File: src/rtl/div_unit.sv
// Multi-cycle restoring divide/modulo unit with valid/ready handshakes and flush.
// Define DIV_EARLY_OUT_EN to retire |dividend| < |divisor| requests without iterating.
module div_unit #(
  parameter int WIDTH = 32
) (
  input  logic             clk,
  input  logic             reset,
  input  logic             in_valid,
  output logic             in_ready,
  input  logic [1:0]       in_op,
  input  logic [WIDTH-1:0] in_src1,
  input  logic [WIDTH-1:0] in_src2,
  input  logic             flush,
  output logic             out_valid,
  input  logic             out_ready,
  output logic [WIDTH-1:0] out_result,
  output logic             busy
);

  localparam int CW = $clog2(WIDTH);

  typedef enum logic [1:0] {IDLE, CALC, DONE} state_t;

  state_t           state, state_next;
  logic             op_mod, dvd_neg, quo_neg;
  logic [WIDTH-1:0] quo, rem, dvs;
  logic [CW-1:0]    cnt;

  logic             accept, is_signed, src1_neg, src2_neg;
  logic             div_zero, early, shortcut, last;
  logic [WIDTH-1:0] mag1, mag2, short_result;
  logic [WIDTH:0]   rem_shift, trial;
  logic [WIDTH-1:0] rem_next, quo_next, fix_quo, fix_rem, calc_result;

  assign in_ready  = (state == IDLE) && !flush && !reset;
  assign accept    = in_valid && in_ready;
  assign out_valid = (state == DONE);
  assign busy      = (state != IDLE);

  assign is_signed = ~in_op[0];
  assign src1_neg  = is_signed & in_src1[WIDTH-1];
  assign src2_neg  = is_signed & in_src2[WIDTH-1];
  assign mag1      = src1_neg ? -in_src1 : in_src1;
  assign mag2      = src2_neg ? -in_src2 : in_src2;
  assign div_zero  = (in_src2 == '0);

`ifdef DIV_EARLY_OUT_EN
  assign early = !div_zero && (mag1 < mag2);
`else
  assign early = 1'b0;
`endif

  // Both shortcuts return the raw dividend for modulo; only the quotient differs.
  assign shortcut     = div_zero | early;
  assign short_result = in_op[1] ? in_src1 : (div_zero ? '1 : '0);

  assign rem_shift   = {rem, quo[WIDTH-1]};
  assign trial       = rem_shift - {1'b0, dvs};
  assign rem_next    = trial[WIDTH] ? rem_shift[WIDTH-1:0] : trial[WIDTH-1:0];
  assign quo_next    = {quo[WIDTH-2:0], ~trial[WIDTH]};
  assign last        = (cnt == CW'(WIDTH - 1));
  assign fix_quo     = quo_neg ? -quo_next : quo_next;
  assign fix_rem     = dvd_neg ? -rem_next : rem_next;
  assign calc_result = op_mod ? fix_rem : fix_quo;

  always_ff @(posedge clk) begin
    if (reset) state <= IDLE;
    else       state <= state_next;
  end

  always_comb begin
    state_next = state;
    if (flush) begin
      state_next = IDLE;
    end else begin
      case (state)
        IDLE:    if (accept) state_next = shortcut ? DONE : CALC;
        CALC:    if (last) state_next = DONE;
        DONE:    if (out_ready) state_next = IDLE;
        default: state_next = IDLE;
      endcase
    end
  end

  // The quotient register starts as the dividend magnitude and shifts out one MSB per cycle.
  always_ff @(posedge clk) begin
    if (reset) begin
      op_mod     <= 1'b0;
      dvd_neg    <= 1'b0;
      quo_neg    <= 1'b0;
      quo        <= '0;
      rem        <= '0;
      dvs        <= '0;
      cnt        <= '0;
      out_result <= '0;
    end else if (accept) begin
      op_mod  <= in_op[1];
      dvd_neg <= src1_neg;
      quo_neg <= src1_neg ^ src2_neg;
      quo     <= mag1;
      dvs     <= mag2;
      rem     <= '0;
      cnt     <= '0;
      if (shortcut) out_result <= short_result;
    end else if (state == CALC && !flush) begin
      quo <= quo_next;
      rem <= rem_next;
      cnt <= cnt + CW'(1);
      if (last) out_result <= calc_result;
    end
  end

endmodule
File: config.mk
export PLATFORM = sky130hd
export DESIGN_NAME = div_unit
export DESIGN_NICKNAME = d
export VERILOG_FILES = /design/src/rtl/div_unit.sv
export SDC_FILE = /design/constraint.sdc
export NUM_CORES = 1
export LEC_CHECK = 0
export BUFFER_PORTS_ARGS = -buffer_cell sky130_fd_sc_hd__buf_2
export CAP_MARGIN = 20
export CORE_ASPECT_RATIO = 0.7
export CORE_MARGIN = 5
export CORE_UTILIZATION = 30
export DETAILED_ROUTE_END_ITERATION = 8
export PLACE_DENSITY = 0.54
export SLEW_MARGIN = 5
export SYNTH_ARGS = -nofsm -noshare
export SYNTH_HDL_FRONTEND = slang
export SYNTH_SLANG_ARGS = --single-unit
File: constraint.sdc
create_clock -name clk -period 8.33 [get_ports clk]
set_input_delay 2.499 -clock clk [delete_from_list [all_inputs] [get_ports clk]]
set_output_delay 2.499 -clock clk [all_outputs]
set_load 0.05 [all_outputs]
-- After elaboration in Yosys (flattened, before gate mapping)
Index checks and enable logic that the tools add are counted.
- bits in registers: 138
- word-level logic and storage cells: 60
- input port bits: 71
- output and inout bits: 35
- equality and inequality tests: 7
- reductions and logical operators: 15
- add/subtract/negate cells: 6
- bitwise logic cells: 5
- muxes and demuxes: 18
- operators with widths (kind ; number):
    two-way mux 32 bit ; 13
    negator 32 bit ; 4
    subtractor 33 x 32 -> 33 bit ; 1
    zero test 32 bit ; 1
    two-way mux 2 bit ; 4
    one-hot mux 2 bit (3 select lines) ; 1
    AND reduction 3 bit ; 2
    nonzero test 2 bit ; 3
    adder 5 x 1 -> 5 bit, second input constant ; 1
    == test 5 bit, second input constant ; 1
    logical AND 1 bit ; 4
    != test 2 x 1 -> 1 bit, second input constant ; 2
    != test 2 bit, second input constant ; 2
    OR reduction 2 bit ; 2
    AND 1 bit ; 2
    == test 2 x 1 -> 1 bit, second input constant ; 1
    == test 2 bit, second input constant ; 1
    zero test 1 bit ; 2
    zero test 2 bit ; 1
    inverter 1 bit ; 2
    XOR 1 bit ; 1

-- Logic depth before layout (Yosys ltp)
Gate-level depths: netlist of run 1.
- depth in word-level cells: 8
- depth in mapped cells: 25
- depth with buffers taken out: 22

-- Worst setup path before layout of run 1
Ideal clock, no wire load.
- kind: input to output
- start point: in flush
- end point: out in_ready
- setup slack: 2155 ps
- cell stages on the path: 1
- path buffers: 0
- arrival: 3676 ps
- path through: nor3_1
- longest elaborated chain between the ends: 3
- RTL lines (item ; RTL line ; source):
    start, declared ; 13 ; input logic flush,
    zero test 1 bit ; 35 ; assign in_ready = (state == IDLE) && !flush && !reset;
    logical AND 1 bit (2 in a row) ; 35 ;
    end, declared ; 9 ; output logic in_ready,
No other way between the ends.

-- Worst setup path after layout of run 1
- start point: in in_src2[2]
- end point: reg out_result[31]
- longest elaborated chain between the ends: 3
- RTL lines (item ; RTL line ; source):
    start, declared ; 12 ; input logic [WIDTH-1:0] in_src2,
    zero test 32 bit ; 45 ; assign div_zero = (in_src2 == '0);
    != test 2 x 1 -> 1 bit (no source line) ; - ;
    AND reduction 3 bit (no source line) ; - ;
    end signal, assigned ; 104 ; if (shortcut) out_result <= short_result;
    end signal, assigned ; 109 ; if (last) out_result <= calc_result;
    end, declared ; 16 ; output logic [WIDTH-1:0] out_result,
No other way between the ends.
A chain may end at the register's enable or synchronous reset.

==> impl_metrics.xml, run 1 <==
<?xml version="1.0" encoding="UTF-8"?>
<metrics>
  <group name="floorplan">
    <metric name="fp.dieW" unit="microns">234.9</metric>
    <metric name="num_rows" unit="">57</metric>
    <metric name="io-pin-count" unit="">106</metric>
    <metric name="start_util" unit="">0.3052</metric>
    <metric name="coreArea" unit="sq um">34800</metric>
    <metric name="design.die.area" unit="sq um">39330</metric>
    <metric name="die_y" unit="microns">167.4</metric>
  </group>
  <group name="route">
    <metric name="route.vias.total" unit="">10760</metric>
    <metric name="post_drt_via_cell_ratio" unit="">5.444</metric>
    <metric name="post-route-drc-count" unit="">0</metric>
    <metric name="drt_iter0_drc" unit="">743</metric>
    <metric name="routed_wire_length_per_instance" unit="microns">18.78</metric>
    <metric name="detail_route.first_pass.iterations" unit="">7</metric>
    <metric name="drtAntennaViolNets" unit="">0</metric>
    <metric name="finalWirelength" unit="microns">37100</metric>
  </group>
  <group name="critical_path">
    <metric name="worstReg2RegEnd" unit="">out_result[26]</metric>
    <metric name="timing.reg2reg.worst_path_depth" unit="">23</metric>
    <metric name="critical_path_peak_fanout" unit="">36</metric>
    <metric name="worst_setup_path_end_kind" unit="">register</metric>
    <metric name="cp_data_arrival_time" unit="ns">6.90</metric>
    <metric name="required" unit="ns">8.71</metric>
    <metric name="sort_of_element_at_the_start_of_the_critical_path" unit="">input port</metric>
    <metric name="critPathKind" unit="">input port to register</metric>
    <metric name="setup.reg_to_reg.worst_slack" unit="ns">2.27</metric>
    <metric name="reg_to_reg_start" unit="">quo[31]</metric>
  </group>
  <group name="clock_network">
    <metric name="post_cts.resized_instances" unit="">0</metric>
    <metric name="cts_num_sinks" unit="">138</metric>
    <metric name="ctsHtreeMaxLevel" unit="">4</metric>
    <metric name="cts_made_buffers" unit="">17</metric>
    <metric name="root_buffer" unit="">sky130_fd_sc_hd__clkbuf_16</metric>
    <metric name="cts_buffer_depth" unit="">2</metric>
    <metric name="cts.clk_slew.worst_paths" unit="ns">0.06</metric>
    <metric name="cts-hold-fix-buffers" unit="">0</metric>
    <metric name="clock_latency_of_the_later_clocked_register_in_the_worst_skew_pair" unit="ns">0.44</metric>
    <metric name="cts_setup_buffers" unit="">0</metric>
    <metric name="cts_tree" unit="">built</metric>
  </group>
  <group name="sta">
    <metric name="timing_worst_slew_pin_value" unit="ns">0.9843</metric>
    <metric name="slew_headroom" unit="">0.3429</metric>
    <metric name="final.setup_skew" unit="ns">0.01110</metric>
    <metric name="fmaxAchievable" unit="MHz">153.3</metric>
    <metric name="setup_failing_eps_final" unit="">0</metric>
    <metric name="finalMaxSlewViolations" unit="">0</metric>
    <metric name="fin_setup_tns" unit="ns">0</metric>
    <metric name="setup_repair_after_global_routing_missed_its_margin" unit="">false</metric>
    <metric name="layout_worst_path_cycle_share" unit="">0.7830</metric>
    <metric name="report.final.hold_viol_count" unit="">0</metric>
    <metric name="final_critical_path_setup_slack" unit="ns">1.807</metric>
    <metric name="finalCriticalPeriod" unit="ns">6.523</metric>
  </group>
  <group name="min_path">
    <metric name="hold-path-endpoint" unit="">out_result[4]</metric>
    <metric name="worstHoldPathType" unit="">register to register</metric>
    <metric name="hold-path-cell-count" unit="">2</metric>
    <metric name="beginning_of_the_worst_hold_path" unit="">out_result[4]</metric>
  </group>
  <group name="synth">
    <metric name="synth.cells.most_frequent" unit="">sky130_fd_sc_hd__nor2_1, sky130_fd_sc_hd__dfxtp_1, sky130_fd_sc_hd__a21oi_1, sky130_fd_sc_hd__nand2_1, sky130_fd_sc_hd__o21ai_0</metric>
    <metric name="synth_xor_area_frac" unit="">0.1172</metric>
    <metric name="post_synth_main_area_contributors" unit="">sky130_fd_sc_hd__dfxtp_1, sky130_fd_sc_hd__xnor2_1, sky130_fd_sc_hd__a21oi_1</metric>
    <metric name="synth_area" unit="sq um">10620</metric>
    <metric name="yosysWarnings" unit="">0</metric>
    <metric name="synth-edff-count" unit="">0</metric>
    <metric name="yosys.area_share.simple" unit="">0.2117</metric>
    <metric name="synth.distinct_cells" unit="">70</metric>
    <metric name="synthDominantAreaCellType" unit="">sky130_fd_sc_hd__dfxtp_1</metric>
    <metric name="synth-compound-area-share" unit="">0.2828</metric>
    <metric name="synth_top_family_by_area" unit="">compound AO/OA/AOI/OAI gates</metric>
    <metric name="synth_adder_area_share" unit="">0.04665</metric>
    <metric name="synth_seq_area_share" unit="">0.2601</metric>
    <metric name="yosysMostFrequentCell" unit="">sky130_fd_sc_hd__nor2_1</metric>
    <metric name="synth_mux_area_frac" unit="">0.02980</metric>
    <metric name="postSynthAreaPerCell" unit="sq um">7.391</metric>
    <metric name="cell_count_after_synthesis" unit="">1437</metric>
    <metric name="postSynth.asyncResetShare" unit="">0</metric>
    <metric name="yosys.area.top_type_share" unit="">0.2601</metric>
    <metric name="yosys_register_bits" unit="">138</metric>
    <metric name="ys.flop_type" unit="">sky130_fd_sc_hd__dfxtp_1</metric>
    <metric name="mappedNetlistNets" unit="">1547</metric>
  </group>
  <group name="job">
    <metric name="timing.max_cap.violations" unit="">0</metric>
  </group>
  <group name="power_and_ir_drop">
    <metric name="total_leakage_power" unit="nW">4.575</metric>
    <metric name="power_per_cell_area" unit="nW/um^2">177.5</metric>
    <metric name="ir_worst_vdd" unit="mV">0.08787</metric>
  </group>
  <group name="global_routing">
    <metric name="gr-usage-all-layers" unit="">0.1832</metric>
    <metric name="globalRoute.totalOverflow" unit="">0</metric>
    <metric name="first_pass_grt_wire_length" unit="microns">58250</metric>
    <metric name="via_count_of_the_first_global_routing_pass" unit="">10060</metric>
    <metric name="pin_count_of_the_biggest_net_entering_global_routing" unit="">60</metric>
    <metric name="grt_antenna_before_repair" unit="">1</metric>
  </group>
  <group name="layout">
    <metric name="final_layout_size_suffix_gt1_frac" unit="">0.1257</metric>
    <metric name="num-nets-final" unit="">1602</metric>
    <metric name="area_growth" unit="%">14.29</metric>
    <metric name="fillers" unit="">3783</metric>
    <metric name="instances_no_fill" unit="">1976</metric>
    <metric name="antennaDiodeCount" unit="">0</metric>
  </group>
  <group name="place">
    <metric name="routabilityCongestion" unit="">0.9042</metric>
    <metric name="dp_hpwl" unit="microns">28460</metric>
    <metric name="place_worst_setup_slack" unit="ns">1.376</metric>
    <metric name="placed_cells" unit="">1944</metric>
    <metric name="buffer_ports.inserted" unit="">105</metric>
  </group>
  <group name="outcome">
    <metric name="run_status" unit="">complete, no violations</metric>
  </group>
</metrics>
## logic make-up after synthesis
group	after synthesis
buffers and inverters	142
flip-flops	138
AO/OA/AOI/OAI	471
AND/OR/NAND/NOR	476
multiplexers	31
adder cells (fa/ha/maj)	39
XOR/XNOR	140
## where the power goes
group / leakage, nW / switching (mW) / total, mW / internal (mW)
combinational: 3.17 / 0.422 / 0.668 / 0.246
clock: 0.289 / 0.304 / 0.782 / 0.478
sequential: 1.12 / 0.0243 / 0.705 / 0.681
total: 4.58 / 0.751 / 2.16 / 1.40
## per-stage QoR
step                      power (mW)  cell area (sq um)  hold WS (ns)    util
after floorplan                1.188              10620        0.4406       -
after CTS                      2.158              12120        0.4652  0.3484
after detailed placement       1.376              11530        0.4533  0.3314
final                          2.155              12140        0.4583  0.3488
after global placement         1.369              11530        0.4473  0.3314
after global routing           2.268              12140        0.4889  0.3488
## registers in the layout (all words and copies together) (netlist names)
signal / flops
dvs: 32
out_result: 32
quo: 32
rem: 32
cnt: 5
state: 2
dvd_neg: 1
op_mod: 1
quo_neg: 1
## worst max-delay path, cell delays in order
cell	delay [ns]
sky130_fd_sc_hd__buf_2	0.13
sky130_fd_sc_hd__or4_1	0.59
sky130_fd_sc_hd__nor3_1	0.28
sky130_fd_sc_hd__nand2_1	0.10
sky130_fd_sc_hd__nor3_1	0.57
sky130_fd_sc_hd__nand2_1	0.18
sky130_fd_sc_hd__nor4_2	0.53
sky130_fd_sc_hd__nand3_1	0.30
sky130_fd_sc_hd__and2_1	0.24
sky130_fd_sc_hd__buf_4	0.25
sky130_fd_sc_hd__nor2_2	0.57
sky130_fd_sc_hd__o221ai_1	0.29
sky130_fd_sc_hd__a32o_1	0.26
sky130_fd_sc_hd__nor2_1	0.09
## worst max-delay path by stage
stage / to / start / cells after the start / slack, ns
final: out_result[31] / in_src2[2] / 14 / 1.81
after detailed placement: out_result[31] / in_src2[2] / 14 / 1.38
after global routing: out_result[31] / in_src2[2] / 14 / 1.30
after global placement: out_result[31] / in_src2[2] / 14 / 1.50
after floorplan: in_ready / flush / 1 / 2.16
after CTS: out_result[31] / in_src2[2] / 14 / 1.83
## cells in the final DEF, fill, tap and decap left out, types with 38 or more instances in the layout
cell type and instances:
sky130_fd_sc_hd__dfxtp_1 138, sky130_fd_sc_hd__a21oi_1 135, sky130_fd_sc_hd__o21ai_0 110, sky130_fd_sc_hd__ha_1 38, sky130_fd_sc_hd__buf_2 105, sky130_fd_sc_hd__xnor2_1 86
sky130_fd_sc_hd__nor3_1 38, sky130_fd_sc_hd__nand3_1 39, sky130_fd_sc_hd__nor2_1 142, sky130_fd_sc_hd__inv_1 56, sky130_fd_sc_hd__xor2_1 53, sky130_fd_sc_hd__nand2_1 134
## routing by layer
| metal | track usage | vias up | share of wire |
|---|---|---|---|
| met2 | 0.2695 | 282 | 0.42 |
| met5 | 0 | - | 0.00022 |
| met3 | 0.03091 | 34 | 0.052 |
| met4 | 0.04390 | 2 | 0.013 |
| met1 | 0.2777 | 5128 | 0.52 |
| li1 | - | 5312 | - |
## cell type report
type	instances	area [sq um]	share of cell area
multi-input combinational	1157	7323	0.6033
sequential	138	2763	0.2276
timing repair buffer	122	660.6	0.05442
tap	472	590.6	0.04865
clock buffer	25	505.5	0.04164
inverter	56	210.2	0.01732
clock inverter	6	86.33	0.007112
No activity file was read; power rests on OpenSTA's default activity.
==> run 2, diff against run 1 <==
Settings changed: PLACE_DENSITY 0.54 to 0.56.
Clock period 8.33 ns to 5.9 ns, I/O delays scaled along.
==> impl_metrics.xml, run 2 (synthesis gave the netlist of run 1 again) <==
<?xml version="1.0" encoding="UTF-8"?>
<metrics>
  <group name="place">
    <metric name="buffer_ports.inserted" unit="">105</metric>
    <metric name="routabilityCongestion" unit="">0.8962</metric>
    <metric name="placed_cells" unit="">1948</metric>
    <metric name="dp_hpwl" unit="microns">28930</metric>
  </group>
  <group name="sta">
    <metric name="whs" unit="ns">0.4536</metric>
    <metric name="report.final.hold_viol_count" unit="">0</metric>
    <metric name="layout_worst_path_cycle_share" unit="">0.8775</metric>
    <metric name="fin_setup_tns" unit="ns">0</metric>
    <metric name="finalCriticalPeriod" unit="ns">5.177</metric>
    <metric name="final.setup_skew" unit="ns">0.01127</metric>
    <metric name="finalMaxSlewViolations" unit="">0</metric>
    <metric name="setup_failing_eps_final" unit="">0</metric>
    <metric name="setup_repair_after_global_routing_missed_its_margin" unit="">false</metric>
    <metric name="timing_worst_slew_pin_value" unit="ns">0.8859</metric>
    <metric name="fmaxAchievable" unit="MHz">193.1</metric>
    <metric name="slew_headroom" unit="">0.4072</metric>
  </group>
  <group name="clock_network">
    <metric name="cts_setup_buffers" unit="">0</metric>
    <metric name="root_buffer" unit="">sky130_fd_sc_hd__clkbuf_16</metric>
    <metric name="cts_tree" unit="">built</metric>
    <metric name="cts_num_sinks" unit="">138</metric>
    <metric name="clock_latency_of_the_later_clocked_register_in_the_worst_skew_pair" unit="ns">0.43</metric>
    <metric name="post_cts.resized_instances" unit="">0</metric>
    <metric name="ctsHtreeMaxLevel" unit="">4</metric>
    <metric name="cts_buffer_depth" unit="">2</metric>
    <metric name="cts.clk_slew.worst_paths" unit="ns">0.07</metric>
    <metric name="cts-hold-fix-buffers" unit="">0</metric>
    <metric name="cts_made_buffers" unit="">17</metric>
  </group>
  <group name="min_path">
    <metric name="worstHoldPathType" unit="">register to register</metric>
    <metric name="beginning_of_the_worst_hold_path" unit="">out_result[7]</metric>
    <metric name="hold-path-endpoint" unit="">out_result[7]</metric>
    <metric name="hold-path-cell-count" unit="">2</metric>
  </group>
  <group name="global_routing">
    <metric name="grt_antenna_before_repair" unit="">2</metric>
    <metric name="via_count_of_the_first_global_routing_pass" unit="">10120</metric>
    <metric name="globalRoute.totalOverflow" unit="">0</metric>
    <metric name="first_pass_grt_wire_length" unit="microns">58420</metric>
    <metric name="gr-usage-all-layers" unit="">0.1844</metric>
    <metric name="pin_count_of_the_biggest_net_entering_global_routing" unit="">66</metric>
  </group>
  <group name="layout">
    <metric name="seqCellArea" unit="sq um">2763</metric>
    <metric name="num-nets-final" unit="">1605</metric>
    <metric name="antennaDiodeCount" unit="">0</metric>
    <metric name="final_layout_size_suffix_gt1_frac" unit="">0.1274</metric>
    <metric name="multi_input_area" unit="sq um">7323</metric>
    <metric name="fillers" unit="">3815</metric>
    <metric name="area_growth" unit="%">13.90</metric>
    <metric name="final_common_cell" unit="">sky130_fd_sc_hd__nor2_1</metric>
    <metric name="instances_no_fill" unit="">1979</metric>
    <metric name="mostFrequentLayoutCells" unit="">sky130_fd_sc_hd__nor2_1, sky130_fd_sc_hd__dfxtp_1, sky130_fd_sc_hd__a21oi_1</metric>
  </group>
  <group name="route">
    <metric name="routed_wire_length_per_instance" unit="microns">18.92</metric>
    <metric name="drtAntennaViolNets" unit="">0</metric>
    <metric name="route.vias.total" unit="">10790</metric>
    <metric name="detail_route.first_pass.iterations" unit="">5</metric>
    <metric name="drt_iter0_drc" unit="">1235</metric>
    <metric name="post_drt_via_cell_ratio" unit="">5.452</metric>
    <metric name="post-route-drc-count" unit="">0</metric>
    <metric name="finalWirelength" unit="microns">37440</metric>
  </group>
  <group name="critical_path">
    <metric name="required" unit="ns">6.27</metric>
    <metric name="critical_path_peak_fanout" unit="">6</metric>
    <metric name="critical-path-max-stage-delay" unit="ns">0.66</metric>
    <metric name="setup.reg_to_reg.worst_slack" unit="ns">0.72</metric>
    <metric name="worstReg2RegEnd" unit="">out_result[26]</metric>
    <metric name="cp_data_arrival_time" unit="ns">5.55</metric>
    <metric name="critPathKind" unit="">register to register</metric>
    <metric name="sort_of_element_at_the_start_of_the_critical_path" unit="">register</metric>
    <metric name="crit_path_cell_trace" unit="">inv_1 -&gt; ha_1 -&gt; fa_1 -&gt; nand2b_1 -&gt; a211o_1 -&gt; a21oi_1 -&gt; buf_4 -&gt; a21o_1 -&gt; a21oi_2 -&gt; xnor2_4 -&gt; inv_1 -&gt; nand2_1 -&gt; o21ai_0 -&gt; inv_1 -&gt; ha_1 -&gt; inv_1 -&gt; or3_1 -&gt; nor3_1 -&gt; o21ai_0 -&gt; o41ai_1 -&gt; xnor2_1 -&gt; nor2_1 -&gt; o21ai_1</metric>
    <metric name="reg_to_reg_start" unit="">quo[31]</metric>
    <metric name="cpMaxStageDelayCell" unit="">sky130_fd_sc_hd__o41ai_1</metric>
    <metric name="timing.reg2reg.worst_path_depth" unit="">23</metric>
    <metric name="worst_setup_path_end_kind" unit="">register</metric>
    <metric name="cell_occurring_most_often_along_the_worst_timing_path" unit="">sky130_fd_sc_hd__inv_1</metric>
  </group>
  <group name="floorplan">
    <metric name="design.die.area" unit="sq um">39330</metric>
    <metric name="num_rows" unit="">57</metric>
    <metric name="die_y" unit="microns">167.4</metric>
    <metric name="io-pin-count" unit="">106</metric>
    <metric name="fp.dieW" unit="microns">234.9</metric>
    <metric name="coreArea" unit="sq um">34800</metric>
    <metric name="start_util" unit="">0.3052</metric>
  </group>
  <group name="job">
    <metric name="timing.max_cap.violations" unit="">0</metric>
  </group>
  <group name="outcome">
    <metric name="run_status" unit="">complete, no violations</metric>
  </group>
  <group name="power_and_ir_drop">
    <metric name="ir_worst_vdd" unit="mV">0.1591</metric>
    <metric name="power_per_cell_area" unit="nW/um^2">243.7</metric>
    <metric name="total_leakage_power" unit="nW">4.568</metric>
  </group>
</metrics>
-- run 2: cell types whose count changed in the layout (fill, tap and decap cells not counted) --
cell                        change
sky130_fd_sc_hd__clkinv_2       +6
sky130_fd_sc_hd__clkbuf_8       -4
sky130_fd_sc_hd__buf_4          +3
sky130_fd_sc_hd__bufinv_16      -1
sky130_fd_sc_hd__clkinv_4       -1
-- run 2: per-layer routing --
layer / vias to the layer above / GRT usage / routed length [microns]
met2: 316 / 0.2708 / 15570
met3: 43 / 0.03256 / 2339
li1: 5320 / - / -
met1: 5107 / 0.2792 / 18900
met5: - / 0 / 26
met4: 4 / 0.04314 / 609
-- run 2: worst max path at each step --
stage          slack [ns]             end  startpoint
2_1_floorplan        0.90  out_result[10]     quo[31]
3_3_place_gp         0.79  out_result[31]  in_src2[2]
3_5_place_dp         0.71  out_result[29]  in_src2[2]
4_1_cts              0.76  out_result[26]     quo[31]
5_1_grt              0.27  out_result[26]     quo[31]
6_report             0.72  out_result[26]     quo[31]
-- run 2: through the flow --
stage,total power [mW],setup slack (ns),instance area [sq um],utilization
finish,2.949,0.7225,12100,0.3476
global route,3.102,0.2731,12100,0.3476
CTS,2.960,0.7567,12100,0.3476
detailed placement,1.942,0.7058,11570,0.3324
global placement,1.936,0.7883,11550,0.3320
floorplan,1.677,0.8993,10620,-
-- run 2: final cells by class --
class | instances | area share
clock buffers | 21 | 0.03723
clock inverters | 10 | 0.006412
inverters | 56 | 0.01738
multi-input cells | 1157 | 0.6053
flip-flops and latches | 138 | 0.2284
well taps | 472 | 0.04882
repair buffers | 125 | 0.05647
-- run 2: report_power, final --
part | total (mW) | leakage [nW] | switching (mW) | internal (mW)
combinational | 0.948 | 3.18 | 0.599 | 0.349
clock | 1.01 | 0.266 | 0.427 | 0.582
sequential | 0.993 | 1.12 | 0.0316 | 0.961
total | 2.95 | 4.57 | 1.06 | 1.89
-- run 2: critical path, delay by kind of cell (launching register included) --
kind	cells	cell delay [ns]
AO/OA/AOI/OAI	8	1.96
AND/OR/NAND/NOR	5	0.98
adder cells (fa/ha/maj)	3	0.82
buffers and inverters	5	0.54
XOR/XNOR	2	0.44
flip-flops	1	0.38
